--- src/rtl/obj_fetch_sequencer_if.sv ---
// VRAM read port and pixel-word stream between the OBJ fetch sequencer and its neighbours.
// The sequencer is the master: it requests VRAM reads and sources pixel words.
interface obj_fetch_sequencer_if #(
  parameter int unsigned VRAM_AW = 15,
  parameter int unsigned DW      = 32
);
  logic               vram_req;
  logic [VRAM_AW-1:0] vram_addr;
  logic               vram_ack;
  logic [DW-1:0]      vram_rdata;

  logic               pix_valid;
  logic [DW-1:0]      pix_data;
  logic               pix_first;
  logic               pix_ready;

  modport master (
    output vram_req, vram_addr, pix_valid, pix_data, pix_first,
    input  vram_ack, vram_rdata, pix_ready
  );

  modport slave (
    input  vram_req, vram_addr, pix_valid, pix_data, pix_first,
    output vram_ack, vram_rdata, pix_ready
  );
endinterface

--- src/rtl/obj_fetch_sequencer.sv ---
// Per-sprite, per-scanline VRAM fetch sequencer: walks one sprite row a 32-bit word at a
// time through the OBJ address unit, reads VRAM and hands each word to the line renderer.
module obj_fetch_sequencer #(
  parameter int unsigned VRAM_AW = 15,
  parameter int unsigned DW      = 32
) (
  input  logic               clk,
  input  logic               rst_n,
  input  logic               start,
  input  logic               abort,
  input  logic [9:0]         obj_name,
  input  logic               palettemode,
  input  logic               oam_mode,
  input  logic [6:0]         width_px,
  input  logic [6:0]         height_px,
  input  logic [5:0]         row,
  input  logic               hflip,
  input  logic               vflip,
  output logic [9:0]         au_objname,
  output logic               au_palettemode,
  output logic               au_oam_mode,
  output logic [5:0]         au_x,
  output logic [5:0]         au_y,
  output logic [6:0]         au_hsize,
  input  logic [VRAM_AW-1:0] au_addr,
  obj_fetch_sequencer_if.master bus,
  output logic               busy,
  output logic               done
);

  typedef enum logic [2:0] {StIdle, StAddr, StReq, StOut, StDone} state_e;

  state_e             state_q, state_d;
  logic [4:0]         word_cnt_q, word_cnt_d;
  logic [4:0]         last_q, last_d;
  logic [9:0]         name_q, name_d;
  logic               pal_q, pal_d;
  logic               oam_q, oam_d;
  logic [6:0]         width_q, width_d;
  logic [5:0]         y_q, y_d;
  logic               hflip_q, hflip_d;
  logic [VRAM_AW-1:0] vram_addr_q, vram_addr_d;
  logic [DW-1:0]      pix_data_q, pix_data_d;

  logic [4:0] nwords;
  logic [5:0] step, x_fwd, x_rev;

  // Widths below one word (including 0) fall back to an 8-pixel row so the FSM terminates.
  always_comb begin
    nwords = palettemode ? width_px[6:2] : {1'b0, width_px[6:3]};
    if (nwords == 5'd0) begin
      nwords = palettemode ? 5'd2 : 5'd1;
    end
  end

  always_comb begin
    step  = pal_q ? 6'd4 : 6'd8;
    x_fwd = pal_q ? {word_cnt_q[3:0], 2'b00} : {word_cnt_q[2:0], 3'b000};
    x_rev = width_q[5:0] - step - x_fwd;
  end

  always_comb begin
    state_d     = state_q;
    word_cnt_d  = word_cnt_q;
    last_d      = last_q;
    name_d      = name_q;
    pal_d       = pal_q;
    oam_d       = oam_q;
    width_d     = width_q;
    y_d         = y_q;
    hflip_d     = hflip_q;
    vram_addr_d = vram_addr_q;
    pix_data_d  = pix_data_q;

    if (abort) begin
      state_d = StIdle;
    end else begin
      unique case (state_q)
        StIdle: begin
          if (start) begin
            name_d     = obj_name;
            pal_d      = palettemode;
            oam_d      = oam_mode;
            width_d    = width_px;
            // Only the low 6 bits of the flipped line matter, so 6-bit wraparound is exact.
            y_d        = vflip ? (height_px[5:0] - 6'd1 - row) : row;
            hflip_d    = hflip;
            last_d     = nwords - 5'd1;
            word_cnt_d = 5'd0;
            state_d    = StAddr;
          end
        end
        StAddr: begin
          vram_addr_d = {au_addr[VRAM_AW-1:2], 2'b00};
          state_d     = StReq;
        end
        StReq: begin
          if (bus.vram_ack) begin
            pix_data_d = bus.vram_rdata;
            state_d    = StOut;
          end
        end
        StOut: begin
          if (bus.pix_ready) begin
            if (word_cnt_q == last_q) begin
              state_d = StDone;
            end else begin
              word_cnt_d = word_cnt_q + 5'd1;
              state_d    = StAddr;
            end
          end
        end
        StDone: state_d = StIdle;
        default: state_d = StIdle;
      endcase
    end
  end

  always_ff @(posedge clk or negedge rst_n) begin
    if (!rst_n) begin
      state_q     <= StIdle;
      word_cnt_q  <= '0;
      last_q      <= '0;
      name_q      <= '0;
      pal_q       <= 1'b0;
      oam_q       <= 1'b0;
      width_q     <= '0;
      y_q         <= '0;
      hflip_q     <= 1'b0;
      vram_addr_q <= '0;
      pix_data_q  <= '0;
    end else begin
      state_q     <= state_d;
      word_cnt_q  <= word_cnt_d;
      last_q      <= last_d;
      name_q      <= name_d;
      pal_q       <= pal_d;
      oam_q       <= oam_d;
      width_q     <= width_d;
      y_q         <= y_d;
      hflip_q     <= hflip_d;
      vram_addr_q <= vram_addr_d;
      pix_data_q  <= pix_data_d;
    end
  end

  always_comb begin
    au_objname     = name_q;
    au_palettemode = pal_q;
    au_oam_mode    = oam_q;
    au_x           = hflip_q ? x_rev : x_fwd;
    au_y           = y_q;
    au_hsize       = width_q;
    bus.vram_req   = (state_q == StReq);
    bus.vram_addr  = vram_addr_q;
    bus.pix_valid  = (state_q == StOut);
    bus.pix_data   = pix_data_q;
    bus.pix_first  = (state_q == StOut) && (word_cnt_q == 5'd0);
    busy           = (state_q != StIdle);
    done           = (state_q == StDone);
  end

endmodule

--- src/flat_wrapper.sv ---
// flat-port wrapper written by rule: the top's interface ports become plain ports
module obj_fetch_sequencer_flat 
#(
  parameter int unsigned VRAM_AW = 15,
  parameter int unsigned DW      = 32
)
  (clk, rst_n, start, abort, obj_name, palettemode, oam_mode, width_px, height_px, row, hflip, vflip, au_objname, au_palettemode, au_oam_mode, au_x, au_y, au_hsize, au_addr, busy, done, bus_vram_req, bus_vram_addr, bus_pix_valid, bus_pix_data, bus_pix_first, bus_vram_ack, bus_vram_rdata, bus_pix_ready);
  obj_fetch_sequencer_if #(.VRAM_AW(VRAM_AW), .DW(DW)) bus_i ();
  input  logic clk;
  input  logic rst_n;
  input  logic start;
  input  logic abort;
  input  logic [9:0] obj_name;
  input  logic palettemode;
  input  logic oam_mode;
  input  logic [6:0] width_px;
  input  logic [6:0] height_px;
  input  logic [5:0] row;
  input  logic hflip;
  input  logic vflip;
  output logic [9:0] au_objname;
  output logic au_palettemode;
  output logic au_oam_mode;
  output logic [5:0] au_x;
  output logic [5:0] au_y;
  output logic [6:0] au_hsize;
  input  logic [VRAM_AW-1:0] au_addr;
  output logic busy;
  output logic done;
  output wire logic [$bits(bus_i.vram_req)-1:0] bus_vram_req;
  output wire logic [$bits(bus_i.vram_addr)-1:0] bus_vram_addr;
  output wire logic [$bits(bus_i.pix_valid)-1:0] bus_pix_valid;
  output wire logic [$bits(bus_i.pix_data)-1:0] bus_pix_data;
  output wire logic [$bits(bus_i.pix_first)-1:0] bus_pix_first;
  input wire logic [$bits(bus_i.vram_ack)-1:0] bus_vram_ack;
  input wire logic [$bits(bus_i.vram_rdata)-1:0] bus_vram_rdata;
  input wire logic [$bits(bus_i.pix_ready)-1:0] bus_pix_ready;
  assign bus_vram_req = bus_i.vram_req;
  assign bus_vram_addr = bus_i.vram_addr;
  assign bus_pix_valid = bus_i.pix_valid;
  assign bus_pix_data = bus_i.pix_data;
  assign bus_pix_first = bus_i.pix_first;
  assign bus_i.vram_ack = bus_vram_ack;
  assign bus_i.vram_rdata = bus_vram_rdata;
  assign bus_i.pix_ready = bus_pix_ready;
  obj_fetch_sequencer #(.VRAM_AW(VRAM_AW), .DW(DW)) u_core (.clk(clk), .rst_n(rst_n), .start(start), .abort(abort), .obj_name(obj_name), .palettemode(palettemode), .oam_mode(oam_mode), .width_px(width_px), .height_px(height_px), .row(row), .hflip(hflip), .vflip(vflip), .au_objname(au_objname), .au_palettemode(au_palettemode), .au_oam_mode(au_oam_mode), .au_x(au_x), .au_y(au_y), .au_hsize(au_hsize), .au_addr(au_addr), .bus(bus_i), .busy(busy), .done(done));
endmodule
--- config.mk ---
export PLATFORM = sky130hd
export DESIGN_NAME = obj_fetch_sequencer_flat
export DESIGN_NICKNAME = d
export VERILOG_FILES = /design/src/rtl/obj_fetch_sequencer_if.sv /design/src/rtl/obj_fetch_sequencer.sv /design/src/flat_wrapper.sv
export SDC_FILE = /design/constraint.sdc
export NUM_CORES = 1
export LEC_CHECK = 0
export CORE_UTILIZATION = 47
export CTS_BUF_LIST = sky130_fd_sc_hd__clkbuf_16
export DETAILED_ROUTE_END_ITERATION = 6
export HOLD_SLACK_MARGIN = 0.06
export PLACE_DENSITY_LB_ADDON = 0.12
export SYNTH_ARGS = -nofsm -noshare
export SYNTH_HDL_FRONTEND = slang
export SYNTH_SLANG_ARGS = --single-unit
--- constraint.sdc ---
create_clock -name clk -period 3.9 [get_ports clk]
set_input_delay 0.78 -clock clk [delete_from_list [all_inputs] [get_ports clk]]
set_output_delay 0.78 -clock clk [all_outputs]
set_load 0.005 [all_outputs]
==> flow_metrics.env <==
export IMPL_status="completed"
export IMPL_yosys_area_top_type="dfrtp_1"
export IMPL_pwr_share_comb_pct=36.1
export IMPL_final_antenna_net_count=0
export IMPL_yosys_area_share_simple_pct=14.4
export IMPL_hpwl_mm=7.05
export IMPL_htree_levels=3
export IMPL_rsz0062_at_grt="false"
export IMPL_synth_area_leaders="dfrtp_1 50%, mux2_4 11%, nand2_1 6.5%"
export IMPL_wl_per_cell_um=15.0
export IMPL_critical_path_peak_fanout=12
export IMPL_start_util_pct=48.4
export IMPL_drv_cap=0
export IMPL_crit_arrival_ps=2920
export IMPL_yosysSeqAreaShare_pct=49.8
export IMPL_num_vias=3274
export IMPL_dieArea_mm2=0.00937
export IMPL_drive_gt1_share_pct=14.0
export IMPL_worst_setup_path_start_kind="flip-flop"
export IMPL_drt_iter0_drc=67
export IMPL_swShare_pct=26.2
export IMPL_worst_pin_slew_ps=1040
export IMPL_hold_path_class="reg2reg"
export IMPL_maxSlewViolCount=0
export IMPL_timing_fmax_ghz=0.270
export IMPL_netlist_instances=373
export IMPL_grt_ovfl_total=0
export IMPL_timing_setup_tns_ps=0
export IMPL_fin_nets=634
export IMPL_synth_compound_area_share_pct=7.17
export IMPL_cp_end_kind="output port"
export IMPL_drcViolationCount=0
export IMPL_n_antenna_cell=0
export IMPL_muxShareOfSynthArea_pct=17.1
export IMPL_syn_avg_cell_area_um2=11.3
export IMPL_grt_pass1_wl_mm=16.3
export IMPL_die_h_um=96.8
export IMPL_avgViaCountPerCell=5.08
export IMPL_cts_resized=0
export IMPL_io_pins=170
export IMPL_wl_mm=9.65
export IMPL_p_int_mw=2.56
export IMPL_synth_top_cell_area_share_pct=49.8
export IMPL_pwr_share_clk_pct=26.5
export IMPL_critPathKind="reg2out"
export IMPL_synth_xor_xnor_area_share_pct=2.49
export IMPL_synth_edff_count=0
export IMPL_clock_skew_ps=7.69
export IMPL_clk_pin_slew_ps=60
export IMPL_layout_min_cycle_time_ps=3700
export IMPL_power_switching_uw=909
export IMPL_postCtsHoldBufs=0
export IMPL_finalHoldViolCount=0
export IMPL_relSlewSlack_pct=30.7
export IMPL_finalSetupViolCount=0
export IMPL_gp_congestion=0.821
export IMPL_cts_tree="built"
export IMPL_cts_buffers=9
export IMPL_syn_area_mm2=0.00422
export IMPL_area_growth_syn_to_layout_pct=47.3
export IMPL_core_mm2=0.00872
export IMPL_clock_latency_ps=330
export IMPL_synthArstFlopShare_pct=100
export IMPL_yosysWarningCount=0
export IMPL_power_density_mw_per_mm2=558
export IMPL_synth_top_flop_cell="dfrtp_1"
export IMPL_utilization_pct=71.3
export IMPL_io_buffers=164
export IMPL_worstPathRequired_ps=3120
export IMPL_cts_setup_buffers=0
export IMPL_drt_first_pass_iters=6
export IMPL_leakagePower_nw=2.90
export IMPL_first_global_vias=3335
export IMPL_ys_types=53
export IMPL_yosysMostFrequentCell="dfrtp_1"
export IMPL_placementRows=34
export IMPL_clock_sinks=84
export IMPL_cts_root_buf="clkbuf_16"
export IMPL_synth_common_cells="84 x dfrtp_1, 73 x nand2_1, 30 x mux2_4"
export IMPL_ys_seq_elements=84
export IMPL_die_width_um=96.8
export IMPL_period_share_pct=94.9
export IMPL_grt_start_max_net_pins=85
export IMPL_grt_usage_pct=21.7
export IMPL_grt_antenna_before_repair=0
export IMPL_pwr_share_seq_pct=37.5
export IMPL_ir_drop_mv=0.373
export IMPL_synth_top_family_by_area="multiplexers"
export IMPL_synth_fa_ha_area_share_pct=4.62
export IMPL_clockBufferDepth=2
-- flip-flops by register name (all words and copies together), names as in the netlist, 3 cells and up --
| register | cells |
|---|---|
| u_core.au_hsize | 7 |
| u_core.bus.pix_data | 32 |
| u_core.bus.vram_addr | 13 |
| u_core.state_q | 3 |
| u_core.last_q | 5 |
| u_core.au_objname | 10 |
| u_core.word_cnt_q | 5 |
| u_core.au_y | 6 |
-- layout by cell type (no fill, tap or decap), drive strengths merged, types with 3 or more instances in the layout --
cell / n
o21a: 3
clkbuf: 9
a21oi: 5
mux2: 47
xor2: 7
nor4b: 3
dfrtp: 84
inv: 20
nand4: 3
ha: 14
nand2: 73
clkdlybuf4s50: 163
nor3: 4
buf: 3
mux2i: 8
nor2: 16
o21ai: 21
nand3: 4
xnor2: 5
and2: 5
nand2b: 4
or3: 3
-- path summary, 6_finish.rpt --
path                                                        start                             endpoint  slack [ps]  cells after the start
worst max-delay path            u_core.au_palettemode$_DFFE_PN0P_                              au_x[5]         200                     10
worst min-delay path             u_core.au_objname[4]$_DFFE_PN0P_     u_core.au_objname[4]$_DFFE_PN0P_         470                      2
worst max register to register      u_core.state_q[2]$_DFFE_PN0P_   u_core.bus.pix_data[8]$_DFFE_PN0P_        1980                      4
worst min register to register   u_core.au_objname[4]$_DFFE_PN0P_     u_core.au_objname[4]$_DFFE_PN0P_         470                      2
max in group asynchronous                                   rst_n     u_core.au_objname[4]$_DFFE_PN0P_        2600                      1
min in group asynchronous                                   rst_n  u_core.bus.pix_data[28]$_DFFE_PN0P_         620                      1
-- final cells by class --
type	count	area, µm²
inverters	17	63.8
repair buffers	166	1650
clock inverters	7	98.8
flip-flops and latches	84	2100
well taps	108	135
clock buffers	9	225
fillers	652	2500
multi-input cells	254	1940
-- logic make-up (layout without fill, tap and decap cells) --
| kind of cell | after synthesis | after routing |
|---|---|---|
| DFF | 84 | 84 |
| muxes | 55 | 55 |
| AOI/OAI and AO/OA | 45 | 45 |
| xor gates and xnor gates | 12 | 12 |
| buffers and inverters | 36 | 199 |
| and+or+nand+nor | 125 | 125 |
| other | 1 | 2 |
| adders and majority gates | 15 | 15 |
-- metal layers --
layer  track usage (%)  up-vias  wire, µm
li1                  -     1580         -
met1              29.4     1567      4430
met2              34.9      120      4610
met3              6.29        7       535
met4              4.36        0        72
met5                 0        -         0
-- worst max-delay path, cell delays in order (launching register included) --
cell and delay (ps):
dfrtp_1 500, and2b_2 260, ha_1 160, nand2b_1 160, ha_1 320, o21a_1 170
nor2_1 110, xnor2_1 130, nand2_1 80, xor2_1 180, clkdlybuf4s50_1 520
-- through the flow --
step / cell area, µm² / hold WS [ps] / power, mW / instances / setup slack, ps
detailed placement: 5890 / 461 / 2.58 / 629 / 548
finish: 6220 / 475 / 3.47 / 645 / 197
floorplan: 4230 / 469 / 1.82 / 374 / 1100
global route: 6220 / 500 / 3.67 / 645 / 3.72
global placement: 5890 / 457 / 2.53 / 629 / 626
CTS: 6220 / 476 / 3.51 / 645 / 161
-- power by group through the flow --
| stage | logic, mW | registers (mW) | clock network (mW) |
|---|---|---|---|
| after floorplan | 0.508 | 1.31 | 0 |
| after global placement | 1.23 | 1.30 | 0 |
| after detailed placement | 1.26 | 1.32 | 0 |
| after CTS | 1.27 | 1.30 | 0.937 |
| after global routing | 1.36 | 1.33 | 0.979 |
| final | 1.25 | 1.30 | 0.918 |
Note: power is estimated with default switching activity, not from simulation.
